File: src/rtl/flac_pkg.sv
`default_nettype none
// ============================================================================
// Module   : flac_pkg
// Purpose  : Shared constants, types and helpers for the FLAC residual stage
//            (variable_rice_encoder -> rice_writer).
// Contents : DATA_W/ADDR_W/MAX_CW, Rice-parameter width, packer datapath
//            widths, RAM write-port record, zigzag mapping helper.
// Revision : 1.0 - initial release
// ============================================================================
package flac_pkg;

  localparam int DATA_W   = 16;          // RAM word width, MSB is first stream bit
  localparam int ADDR_W   = 16;          // RAM address width
  localparam int MAX_CW   = 32;          // largest legal codeword length
  localparam int PARAM_W  = 4;           // Rice parameter width
  localparam int CW_W     = 16;          // width of iTotal/iUpper/iLower
  localparam int STREAM_W = 3 * DATA_W;  // residual + worst-case codeword fits
  localparam int CNT_W    = 4;           // residual bit count, 0..DATA_W-1
  localparam int LEN_W    = 6;           // bit counts up to STREAM_W-1

  // One registered RAM write port.
  typedef struct packed {
    logic              en;
    logic [ADDR_W-1:0] addr;
    logic [DATA_W-1:0] data;
  } ram_wr_t;

  // Signed sample to unsigned Rice index: s>=0 -> 2s, s<0 -> -2s-1.
  // For negative s, -2s-1 == ~(2s) in two's complement.
  function automatic logic [CW_W-1:0] zigzag(input logic signed [CW_W-1:0] s);
    logic [CW_W-1:0] dbl;
    dbl = {s[CW_W-2:0], 1'b0};
    return s[CW_W-1] ? ~dbl : dbl;
  endfunction

endpackage
`default_nettype wire

File: src/rtl/rice_writer_if.sv
`default_nettype none
// ============================================================================
// Module   : rice_writer_if
// Purpose  : Command bus into rice_writer and its two RAM write ports.
// Ports    : iEnable/iTotal/iUpper/iLower/iRiceParam/iChangeParam/iFlush
//            (producer -> writer), oRamEnable1/2, oRamAddress1/2,
//            oRamData1/2 (writer -> RAM).
//            master : producer side (drives commands, sees RAM writes)
//            slave  : rice_writer side
// Revision : 1.0 - initial release
// ============================================================================
interface rice_writer_if;
  import flac_pkg::*;

  logic               iEnable;
  logic [CW_W-1:0]    iTotal;
  logic [CW_W-1:0]    iUpper;
  logic [CW_W-1:0]    iLower;
  logic [PARAM_W-1:0] iRiceParam;
  logic               iChangeParam;
  logic               iFlush;

  logic               oRamEnable1;
  logic [ADDR_W-1:0]  oRamAddress1;
  logic [DATA_W-1:0]  oRamData1;
  logic               oRamEnable2;
  logic [ADDR_W-1:0]  oRamAddress2;
  logic [DATA_W-1:0]  oRamData2;

  modport master (
    output iEnable, iTotal, iUpper, iLower, iRiceParam, iChangeParam, iFlush,
    input  oRamEnable1, oRamAddress1, oRamData1,
    input  oRamEnable2, oRamAddress2, oRamData2
  );

  modport slave (
    input  iEnable, iTotal, iUpper, iLower, iRiceParam, iChangeParam, iFlush,
    output oRamEnable1, oRamAddress1, oRamData1,
    output oRamEnable2, oRamAddress2, oRamData2
  );

endinterface
`default_nettype wire

File: src/rtl/rice_writer.sv
`default_nettype none
// ============================================================================
// Module   : rice_writer
// Purpose  : Packs Rice codewords / 4-bit parameters MSB-first into a
//            continuous bit stream and writes each completed 16-bit word to
//            RAM, up to two words per cycle, with 1 cycle registered latency.
// Ports    : iClock, iReset (async, active-low),
//            bus (rice_writer_if.slave): command inputs and the two RAM
//            write ports (port 2 = address of port 1 + 1, only with port 1).
// Revision : 1.0 - initial release
// ============================================================================
module rice_writer
  import flac_pkg::*;
(
  input  logic         iClock,
  input  logic         iReset,
  rice_writer_if.slave bus
);

  localparam logic [LEN_W-1:0] C_QMAX = LEN_W'(MAX_CW - 1);

  // Pending bits are left-justified in r_q; bits below the count are zero.
  logic [DATA_W-1:0] r_q, r_d;
  logic [CNT_W-1:0]  cnt_q, cnt_d;
  logic [ADDR_W-1:0] a_q;
  ram_wr_t           port1_q, port2_q;

  logic [PARAM_W-1:0]  k;
  logic [PARAM_W:0]    kp1;
  logic [LEN_W-1:0]    q_lim, q_eff, cw_len;
  logic                clamp;
  logic [CW_W-1:0]     lower_m, val;
  logic [LEN_W-1:0]    len, total, padded;
  logic [6:0]          shamt;
  logic [STREAM_W-1:0] stream;
  logic [1:0]          words;

  always_comb begin
    k     = bus.iRiceParam;
    kp1   = {1'b0, k} + 5'd1;

    // Oversized codewords shrink their zero run so q+1+k == MAX_CW; the
    // iUpper check keeps the datapath safe even if iTotal disagrees.
    q_lim  = C_QMAX - {{(LEN_W-PARAM_W){1'b0}}, k};
    clamp  = (bus.iTotal > CW_W'(MAX_CW)) ||
             (bus.iUpper > {{(CW_W-LEN_W){1'b0}}, q_lim});
    q_eff  = clamp ? q_lim : bus.iUpper[LEN_W-1:0];
    cw_len = q_eff + {1'b0, kp1};

    // Only the low k+1 bits of iLower are meaningful; the leading q zeros
    // come for free from the right-aligned value.
    lower_m = bus.iLower & ~({CW_W{1'b1}} << kp1);

    if (bus.iChangeParam) begin
      val = {{(CW_W-PARAM_W){1'b0}}, k};
      len = LEN_W'(PARAM_W);
    end else if (!bus.iFlush) begin
      val = lower_m;
      len = cw_len;
    end else begin
      val = '0;
      len = '0;
    end

    // Merge: new bits land immediately after the pending residual.
    total  = {{(LEN_W-CNT_W){1'b0}}, cnt_q} + len;
    shamt  = 7'(STREAM_W) - {1'b0, total};
    stream = {r_q, {(2*DATA_W){1'b0}}} | ({{(STREAM_W-CW_W){1'b0}}, val} << shamt);

    // Flush rounds up to the next word; an empty residual needs no pad.
    if (bus.iFlush && (total[3:0] != 4'd0))
      padded = {total[5:4] + 2'd1, 4'd0};
    else
      padded = total;

    words = padded[5:4];
    cnt_d = padded[3:0];

    case (words)
      2'd0:    r_d = stream[47:32];
      2'd1:    r_d = stream[31:16];
      default: r_d = stream[15:0];
    endcase
  end

  always_ff @(posedge iClock or negedge iReset) begin
    if (!iReset) begin
      r_q     <= '0;
      cnt_q   <= '0;
      a_q     <= '0;
      port1_q <= '0;
      port2_q <= '0;
    end else if (bus.iEnable) begin
      r_q        <= r_d;
      cnt_q      <= cnt_d;
      a_q        <= a_q + {{(ADDR_W-2){1'b0}}, words};
      port1_q.en <= (words != 2'd0);
      port2_q.en <= (words == 2'd2);
      if (words != 2'd0) begin
        port1_q.addr <= a_q;
        port1_q.data <= stream[47:32];
      end
      if (words == 2'd2) begin
        port2_q.addr <= a_q + {{(ADDR_W-1){1'b0}}, 1'b1};
        port2_q.data <= stream[31:16];
      end
    end else begin
      port1_q.en <= 1'b0;
      port2_q.en <= 1'b0;
    end
  end

  assign bus.oRamEnable1  = port1_q.en;
  assign bus.oRamAddress1 = port1_q.addr;
  assign bus.oRamData1    = port1_q.data;
  assign bus.oRamEnable2  = port2_q.en;
  assign bus.oRamAddress2 = port2_q.addr;
  assign bus.oRamData2    = port2_q.data;

endmodule
`default_nettype wire

File: src/flat_wrapper.sv
// flat-port wrapper written by rule: the top's interface ports become plain ports
module rice_writer_flat import flac_pkg::*;
  (iClock, iReset, bus_iEnable, bus_iTotal, bus_iUpper, bus_iLower, bus_iRiceParam, bus_iChangeParam, bus_iFlush, bus_oRamEnable1, bus_oRamAddress1, bus_oRamData1, bus_oRamEnable2, bus_oRamAddress2, bus_oRamData2);
  rice_writer_if bus_i ();
  input  logic iClock;
  input  logic iReset;
  input wire logic [$bits(bus_i.iEnable)-1:0] bus_iEnable;
  input wire logic [$bits(bus_i.iTotal)-1:0] bus_iTotal;
  input wire logic [$bits(bus_i.iUpper)-1:0] bus_iUpper;
  input wire logic [$bits(bus_i.iLower)-1:0] bus_iLower;
  input wire logic [$bits(bus_i.iRiceParam)-1:0] bus_iRiceParam;
  input wire logic [$bits(bus_i.iChangeParam)-1:0] bus_iChangeParam;
  input wire logic [$bits(bus_i.iFlush)-1:0] bus_iFlush;
  output wire logic [$bits(bus_i.oRamEnable1)-1:0] bus_oRamEnable1;
  output wire logic [$bits(bus_i.oRamAddress1)-1:0] bus_oRamAddress1;
  output wire logic [$bits(bus_i.oRamData1)-1:0] bus_oRamData1;
  output wire logic [$bits(bus_i.oRamEnable2)-1:0] bus_oRamEnable2;
  output wire logic [$bits(bus_i.oRamAddress2)-1:0] bus_oRamAddress2;
  output wire logic [$bits(bus_i.oRamData2)-1:0] bus_oRamData2;
  assign bus_i.iEnable = bus_iEnable;
  assign bus_i.iTotal = bus_iTotal;
  assign bus_i.iUpper = bus_iUpper;
  assign bus_i.iLower = bus_iLower;
  assign bus_i.iRiceParam = bus_iRiceParam;
  assign bus_i.iChangeParam = bus_iChangeParam;
  assign bus_i.iFlush = bus_iFlush;
  assign bus_oRamEnable1 = bus_i.oRamEnable1;
  assign bus_oRamAddress1 = bus_i.oRamAddress1;
  assign bus_oRamData1 = bus_i.oRamData1;
  assign bus_oRamEnable2 = bus_i.oRamEnable2;
  assign bus_oRamAddress2 = bus_i.oRamAddress2;
  assign bus_oRamData2 = bus_i.oRamData2;
  rice_writer u_core (.iClock(iClock), .iReset(iReset), .bus(bus_i));
endmodule
File: config.mk
export PLATFORM = sky130hd
export DESIGN_NAME = rice_writer_flat
export DESIGN_NICKNAME = d
export VERILOG_FILES = /design/src/rtl/flac_pkg.sv /design/src/rtl/rice_writer_if.sv /design/src/rtl/rice_writer.sv /design/src/flat_wrapper.sv
export SDC_FILE = /design/constraint.sdc
export NUM_CORES = 1
export LEC_CHECK = 0
export BUFFER_PORTS_ARGS = -buffer_cell sky130_fd_sc_hd__buf_2
export CAP_MARGIN = 20
export CORE_MARGIN = 5
export CORE_UTILIZATION = 45
export DETAILED_ROUTE_END_ITERATION = 16
export HOLD_SLACK_MARGIN = 0.15
export PLACE_DENSITY_LB_ADDON = 0.1
export SYNTH_ARGS = -nofsm -noshare
export SYNTH_HDL_FRONTEND = slang
export SYNTH_SLANG_ARGS = --single-unit
File: constraint.sdc
create_clock -name iClock -period 3.6 [get_ports iClock]
set_clock_uncertainty 0.1 [all_clocks]
set_input_delay 0.18 -clock iClock [delete_from_list [all_inputs] [get_ports iClock]]
set_output_delay 0.18 -clock iClock [all_outputs]
set_load 0.01 [all_outputs]
== Word-level counts from Yosys, hierarchy flattened ==
Cells that the tools add are included.

* Reductions and logical operators: 7
* $add $sub $neg: 8
* Bitwise logic cells: 3
* $lt $le $gt $ge: 2
* Muxes and demuxes: 9
* Shifts and indexed selects: 2
* Equality and inequality tests: 2

{| class="wikitable"
|+ Operator list
! cell !! count
|-
| 48-bit bitwise OR || 1
|-
| 16-bit by 7-bit << shifter with 48-bit output || 1
|-
| 16-bit two-way mux || 2
|-
| 16-bit case mux with 2 select lines || 1
|-
| 6-bit two-way mux || 4
|-
| 16-bit by 1-bit adder with 16-bit output, second input constant || 1
|-
| 16-bit by 2-bit adder with 16-bit output || 1
|-
| 16-bit bitwise AND || 1
|-
| 16-bit by 6-bit > comparator with 1-bit output || 1
|-
| 16-bit by 6-bit > comparator with 1-bit output, second input constant || 1
|-
| 16-bit inverter || 1
|-
| 16-bit by 5-bit << shifter with 16-bit output, first input constant || 1
|-
| 6-bit by 6-bit subtractor with 7-bit output, first input constant || 1
|-
| 4-bit by 6-bit adder with 6-bit output || 1
|-
| 6-bit by 5-bit adder with 6-bit output || 1
|-
| 5-bit by 4-bit subtractor with 6-bit output, first input constant || 1
|-
| 4-bit by 1-bit adder with 5-bit output, second input constant || 1
|-
| 2-bit AND reduction || 2
|-
| 4-bit nonzero test || 1
|-
| 2-bit by 1-bit adder with 2-bit output, second input constant || 1
|-
| 2-bit by 1-bit == test with 1-bit output, second input constant || 1
|-
| 2-bit == test, second input constant || 1
|-
| 2-bit logical NOT || 1
|-
| 1-bit two-way mux || 2
|-
| other kinds (3) || 3
|}

* Output and inout port bits: 66
* Logic and storage cells: 42
* Register bits after elaboration: 102
* Input bits: 57

== Depth between registers and ports, before layout ==
* Depth after elaboration: 13
* Mapped depth: 31
* Mapped depth without buffers: 29

== Worst setup path before layout ==
No wires, ideal clock.

* Kind: input to register
* Start: input bus_iTotal[7]
* End: register u_core.a_q[11]
* Buffers on the path: 1
* Stages on the path: 26
* Data required time: 3421 ps
* Slack: -2189 ps
* Arrival time: 5609 ps
* Library setup time: 79 ps
* Cell sequence: or4_1 nor4_1 nand2_1 a31oi_1 o21ai_0 ha_1 fa_1 xnor2_1 o21ai_0 ha_1 nor2b_1 o21ai_0 nor4b_2 or2_1 buf_6 inv_8 ha_1 and3_1 or2_2 ha_1 a21oi_1 nor2_1 and3_1 nand3_1 nor2_1 xor2_1

* Word-level cells in the longest chain between the ends: 11
* Elaborated cells on any way between the ends: 12
* Those cells by class: add/sub (4); order compare (1); mux (4); reduce/logical (3)

{| class="wikitable"
|+ Ends and longest elaborated chain
! element !! line !! source
|-
| from (decl) || flat_wrapper.sv:8 || <nowiki>input wire logic [$bits(bus_i.iTotal)-1:0] bus_iTotal;</nowiki>
|-
| 16-bit by 6-bit > comparator with 1-bit output * || rice_writer.sv:45 || <nowiki>clamp = (bus.iTotal > CW_W'(MAX_CW)) ||</nowiki>
|-
| 1-bit logical OR * || rice_writer.sv:45 ||
|-
| 6-bit two-way mux * || rice_writer.sv:47 || <nowiki>q_eff = clamp ? q_lim : bus.iUpper[LEN_W-1:0];</nowiki>
|-
| 6-bit by 5-bit adder with 6-bit output * || rice_writer.sv:48 || <nowiki>cw_len = q_eff + {1'b0, kp1};</nowiki>
|-
| 6-bit two-way mux * || rice_writer.sv:57 || <nowiki>end else if (!bus.iFlush) begin</nowiki>
|-
| 6-bit two-way mux * || rice_writer.sv:54 || <nowiki>if (bus.iChangeParam) begin</nowiki>
|-
| 4-bit by 6-bit adder with 6-bit output * || rice_writer.sv:66 || <nowiki>total = {{(LEN_W-CNT_W){1'b0}}, cnt_q} + len;</nowiki>
|-
| parallel branches: the longest is 2 deep, another holds 2-bit by 1-bit adder with 2-bit output || - ||
|-
| 6-bit two-way mux * || rice_writer.sv:71 || <nowiki>if (bus.iFlush && (total[3:0] != 4'd0))</nowiki>
|-
| 16-bit by 2-bit adder with 16-bit output * || rice_writer.sv:96 || <nowiki>a_q <= a_q + {{(ADDR_W-2){1'b0}}, words};</nowiki>
|-
| to (signal assigned) || rice_writer.sv:96 ||
|-
| to (decl) || rice_writer.sv:25 || <nowiki>logic [ADDR_W-1:0] a_q;</nowiki>
|}

Mark *: on every way between the ends.
A chain may end at the register's enable or synchronous reset.

== Final worst setup path ==
* Start: input bus_iUpper[15]
* End: register u_core.a_q[13]

* Word-level cells in the longest chain between the ends: 11
* Elaborated cells on any way between the ends: 12
* Those cells by class: add/sub (4); order compare (1); mux (4); reduce/logical (3)

{| class="wikitable"
|+ Ends and longest elaborated chain
! element !! line !! source
|-
| from (decl) || flat_wrapper.sv:9 || <nowiki>input wire logic [$bits(bus_i.iUpper)-1:0] bus_iUpper;</nowiki>
|-
| 16-bit by 6-bit > comparator with 1-bit output * || rice_writer.sv:46 || <nowiki>(bus.iUpper > {{(CW_W-LEN_W){1'b0}}, q_lim});</nowiki>
|-
| 1-bit logical OR * || rice_writer.sv:45 ||
|-
| 6-bit two-way mux * || rice_writer.sv:47 ||
|-
| 6-bit by 5-bit adder with 6-bit output * || rice_writer.sv:48 ||
|-
| 6-bit two-way mux * || rice_writer.sv:57 ||
|-
| 6-bit two-way mux * || rice_writer.sv:54 ||
|-
| 4-bit by 6-bit adder with 6-bit output * || rice_writer.sv:66 ||
|-
| parallel branches: the longest is 2 deep, another holds 2-bit by 1-bit adder with 2-bit output || - ||
|-
| 6-bit two-way mux * || rice_writer.sv:71 ||
|-
| 16-bit by 2-bit adder with 16-bit output * || rice_writer.sv:96 ||
|}

Marked as above.

==> flow_summary.json <==
{
  "status": "finished with violations",
  "violations": "negative setup slack",
  "clk_path_buf_depth": 2,
  "insertedDiodeCount": 0,
  "drc": 0,
  "grt_pass1_vias": 8109,
  "setup.worst_path.end_class": "flop",
  "grt_pass1_wl_um": 42390,
  "clk_latency_ns": 0.37,
  "setup_viol": 100,
  "swShare_pct": 43.27,
  "wl_per_cell_um": 19.29,
  "crit_path_start_kind": "input pin",
  "reg2regPathDepth": 18,
  "r2r_end": "u_core.a_q[13]",
  "finalCritPeriodShare_pct": 139.5,
  "cts_buffers": 9,
  "cts.clk_slew.worst_paths_ns": 0.07,
  "synthCells": 866,
  "r2r_start": "u_core.cnt_q[0]",
  "io_buffers": 122,
  "n_fill_cell": 1132,
  "required_ns": 3.78,
  "antenna_found_initial": 0,
  "clkPwrFrac_pct": 11.0,
  "htree_levels": 3,
  "place_area_um2": 9702,
  "placementRows": 46,
  "fp.coreArea_um2": 16000,
  "avgSynthCellArea_um2": 8.536,
  "fin_ws_ns": -1.420,
  "fp.dieW_um": 138.2,
  "ys_async_sr_fraction_pct": 100.0,
  "die_y_um": 138.2,
  "drtIter0Drc": 488,
  "drive_gt1_share_pct": 51.96,
  "fmax_mhz": 199.2,
  "relSlewSlack_pct": 51.53,
  "regToRegSetupSlack_ns": 0.08,
  "dpl.hpwl_um": 18660,
  "vias": 8280,
  "area_growth_pct": 63.34,
  "power.switching_mw": 3.824,
  "yosysSeqAreaShare_pct": 34.53,
  "cellLeakagePower_nw": 5.565,
  "ys.flop_type": "dfrtp_1",
  "start_util_pct": 46.20,
  "synth-seq-cells": 102,
  "gp_congestion": 0.9778,
  "combPwrFrac_pct": 69.4,
  "grt_max_degree": 57,
  "drv_slew": 0,
  "dp_slack_ns": -1.997,
  "seq_power_share_pct": 19.6,
  "cts_tree": "built",
  "yosysWarningCount": 0,
  "powerDensity_nw_per_um2": 731.9,
  "worst_pin_slew_ns": 0.7271,
  "syn_area_um2": 7392,
  "internal-power_mw": 5.013,
  "drt_first_pass_iters": 5,
  "synth-edff-count": 0,
  "vdd.ir_drop.worst_uv": 572.3,
  "dieArea_um2": 19090,
  "cts.sinks": 102,
  "grt_overflow": 0,
  "antenna_left": 0,
  "boundaryPins": 123,
  "ys_types": 93,
  "nets": 1305,
  "wl_um": 27820,
  "hold_path.class": "in2async",
  "fin_crit_ns": 5.020,
  "setup_tns_ns": -119.59,
  "critPathMaxFanout": 6,
  "design_area_um2": 12070,
  "cp.arrival_ns": 5.20,
  "syn_nets": 950,
  "maxCapViolCount": 0,
  "rsz0062_at_grt": "true",
  "worst-setup-path-type": "in2reg",
  "grt_use_total_pct": 26.87,
  "hold_ws_ns": 0.3196,
  "viasPerCell": 5.742,
  "cts_root_buf": "clkbuf_16",
  "hold_violations": 0
}
==> worst max-delay path, cell delays in order <==
cell,delay (ns)
buf_6,0.09
or4_4,0.52
nor4_2,0.22
nand2_1,0.14
a31oi_4,0.27
buf_6,0.14
o21ai_4,0.05
buf_6,0.11
fa_2,0.39
xnor2_1,0.13
o21ai_1,0.18
ha_1,0.29
nor2b_4,0.15
o21ai_4,0.16
nor4b_4,0.25
or2_4,0.20
inv_8,0.03
ha_4,0.21
and3_4,0.17
or2_4,0.24
ha_4,0.27
a21oi_2,0.05
nor2_2,0.11
and3_4,0.24
nand3_4,0.12
nor2_4,0.13
xor2_1,0.15
==> synthesized netlist by cell type (all sizes together), types with 4 or more instances <==
| library cell | number | area share, % |
|---|---|---|
| nand4 | 11 | 0.93 |
| a22o | 11 | 1.3 |
| or4 | 4 | 0.41 |
| o211a | 4 | 0.54 |
| nor2b | 8 | 0.68 |
| nor3 | 22 | 1.8 |
| xnor2 | 23 | 3.3 |
| ha | 24 | 4.1 |
| mux2i | 15 | 2.2 |
| o31ai | 5 | 0.58 |
| xor2 | 15 | 2.2 |
| nand2b | 6 | 0.51 |
| a221oi | 4 | 0.56 |
| dfrtp | 102 | 35 |
| mux2 | 11 | 1.7 |
| nand2 | 142 | 7.2 |
| o2bb2ai | 6 | 0.71 |
| o211ai | 18 | 1.9 |
| or2 | 10 | 0.85 |
| o21a | 5 | 0.51 |
| a211oi | 7 | 0.71 |
| nor4 | 9 | 1.0 |
| clkbuf | 41 | 2.1 |
| inv | 31 | 1.7 |
| o22a | 5 | 0.59 |
| a22oi | 8 | 0.81 |
| o21ai | 74 | 5.0 |
| and3 | 8 | 0.68 |
| a31oi | 16 | 1.4 |
| and2 | 6 | 0.51 |
| nand3 | 26 | 1.8 |
| o22ai | 11 | 1.0 |
| nor2 | 58 | 2.9 |
| or3 | 4 | 0.34 |
| a21oi | 38 | 2.7 |
| buf | 13 | 1.0 |
| a21o | 7 | 0.71 |
==> layout by cell type, fill, tap and decap left out, drive strengths merged, types with 10 or more instances in the layout <==
cell	n
buf	397
nand2	142
dfrtp	102
o21ai	74
nor2	58
a21oi	38
inv	34
nand3	26
ha	24
xnor2	23
nor3	22
o211ai	18
a31oi	16
xor2	15
mux2i	15
nand4	11
a22o	11
mux2	11
o22ai	11
or2	10
==> stage by stage <==
step,util [%],std cells,power (mW)
final,75.46,1442,8.837
after global routing,75.46,1442,9.260
after CTS,70.86,1413,7.927
after detailed placement,60.63,1338,5.874
after global placement,60.63,1338,5.851
after floorplan,-,866,4.019
==> sequential cells by signal (all words and copies together), names as in the netlist <==
signal,count
u_core.bus.oRamAddress1,16
u_core.bus.oRamData2,16
u_core.r_q,16
u_core.bus.oRamData1,16
u_core.bus.oRamEnable1,1
u_core.bus.oRamAddress2,16
u_core.cnt_q,4
u_core.a_q,16
u_core.bus.oRamEnable2,1
==> logic make-up after synthesis <==
logic type / count (synthesis) / synth area share (%)
flops: 102 / 34.53
mux: 29 / 4.841
xor+xnor: 38 / 5.518
fa+ha+maj: 27 / 4.875
compound gates: 257 / 23.95
buf+inv: 85 / 4.807
simple gates: 328 / 21.48
==> worst max-delay path by stage <==
stage                               from  slack (ns)              to
after floorplan           bus_iUpper[15]       -1.80  u_core.a_q[11]
after global placement    bus_iUpper[15]       -1.86  u_core.a_q[11]
after detailed placement  bus_iUpper[15]       -2.00  u_core.a_q[11]
after CTS                 bus_iUpper[15]       -1.34  u_core.a_q[13]
after global routing      bus_iUpper[15]       -1.61  u_core.a_q[13]
final                     bus_iUpper[15]       -1.42  u_core.a_q[13]
==> layer usage <==
layer / track usage (%) / part of all wire, %
met5: 0 / 0
met1: 35.30 / 42
met4: 8.320 / 2.2
met3: 5.034 / 5.2
met2: 45.17 / 51
==> layout make-up <==
| type | count | area [um^2] | share of cell area (%) |
|---|---|---|---|
| Timing Repair Buffer | 398 | 3212 | 26.60 |
| Clock inverter | 7 | 66.31 | 0.5492 |
| Sequential cell | 102 | 2552 | 21.14 |
| Clock buffer | 9 | 225.2 | 1.865 |
| Tap cell | 216 | 270.3 | 2.238 |
| Inverter | 31 | 128.9 | 1.067 |
| Multi-Input combinational cell | 679 | 5619 | 46.54 |
==> power by group through the flow <==
stage / Sequential [mW] / Clock [mW] / Combinational, mW
finish: 1.73 / 0.974 / 6.14
global route: 1.76 / 1.03 / 6.47
CTS: 1.69 / 0.981 / 5.25
detailed placement: 1.69 / 0 / 4.18
global placement: 1.69 / 0 / 4.16
floorplan: 1.73 / 0 / 2.29
==> what timing repair did <==
| item | in CTS | in global routing |
|---|---|---|
| hold endpoints to repair | 54 | 0 |
| gates cloned | 7 | 0 |
| buffers inserted | 53 | 40 |
| gates resized for setup | 174 | 139 |
| setup endpoints to repair | 101 | 102 |
| pin swaps | 57 | 71 |
| hold buffers | 1 | 0 |
Power figures use the tool's default switching activity.
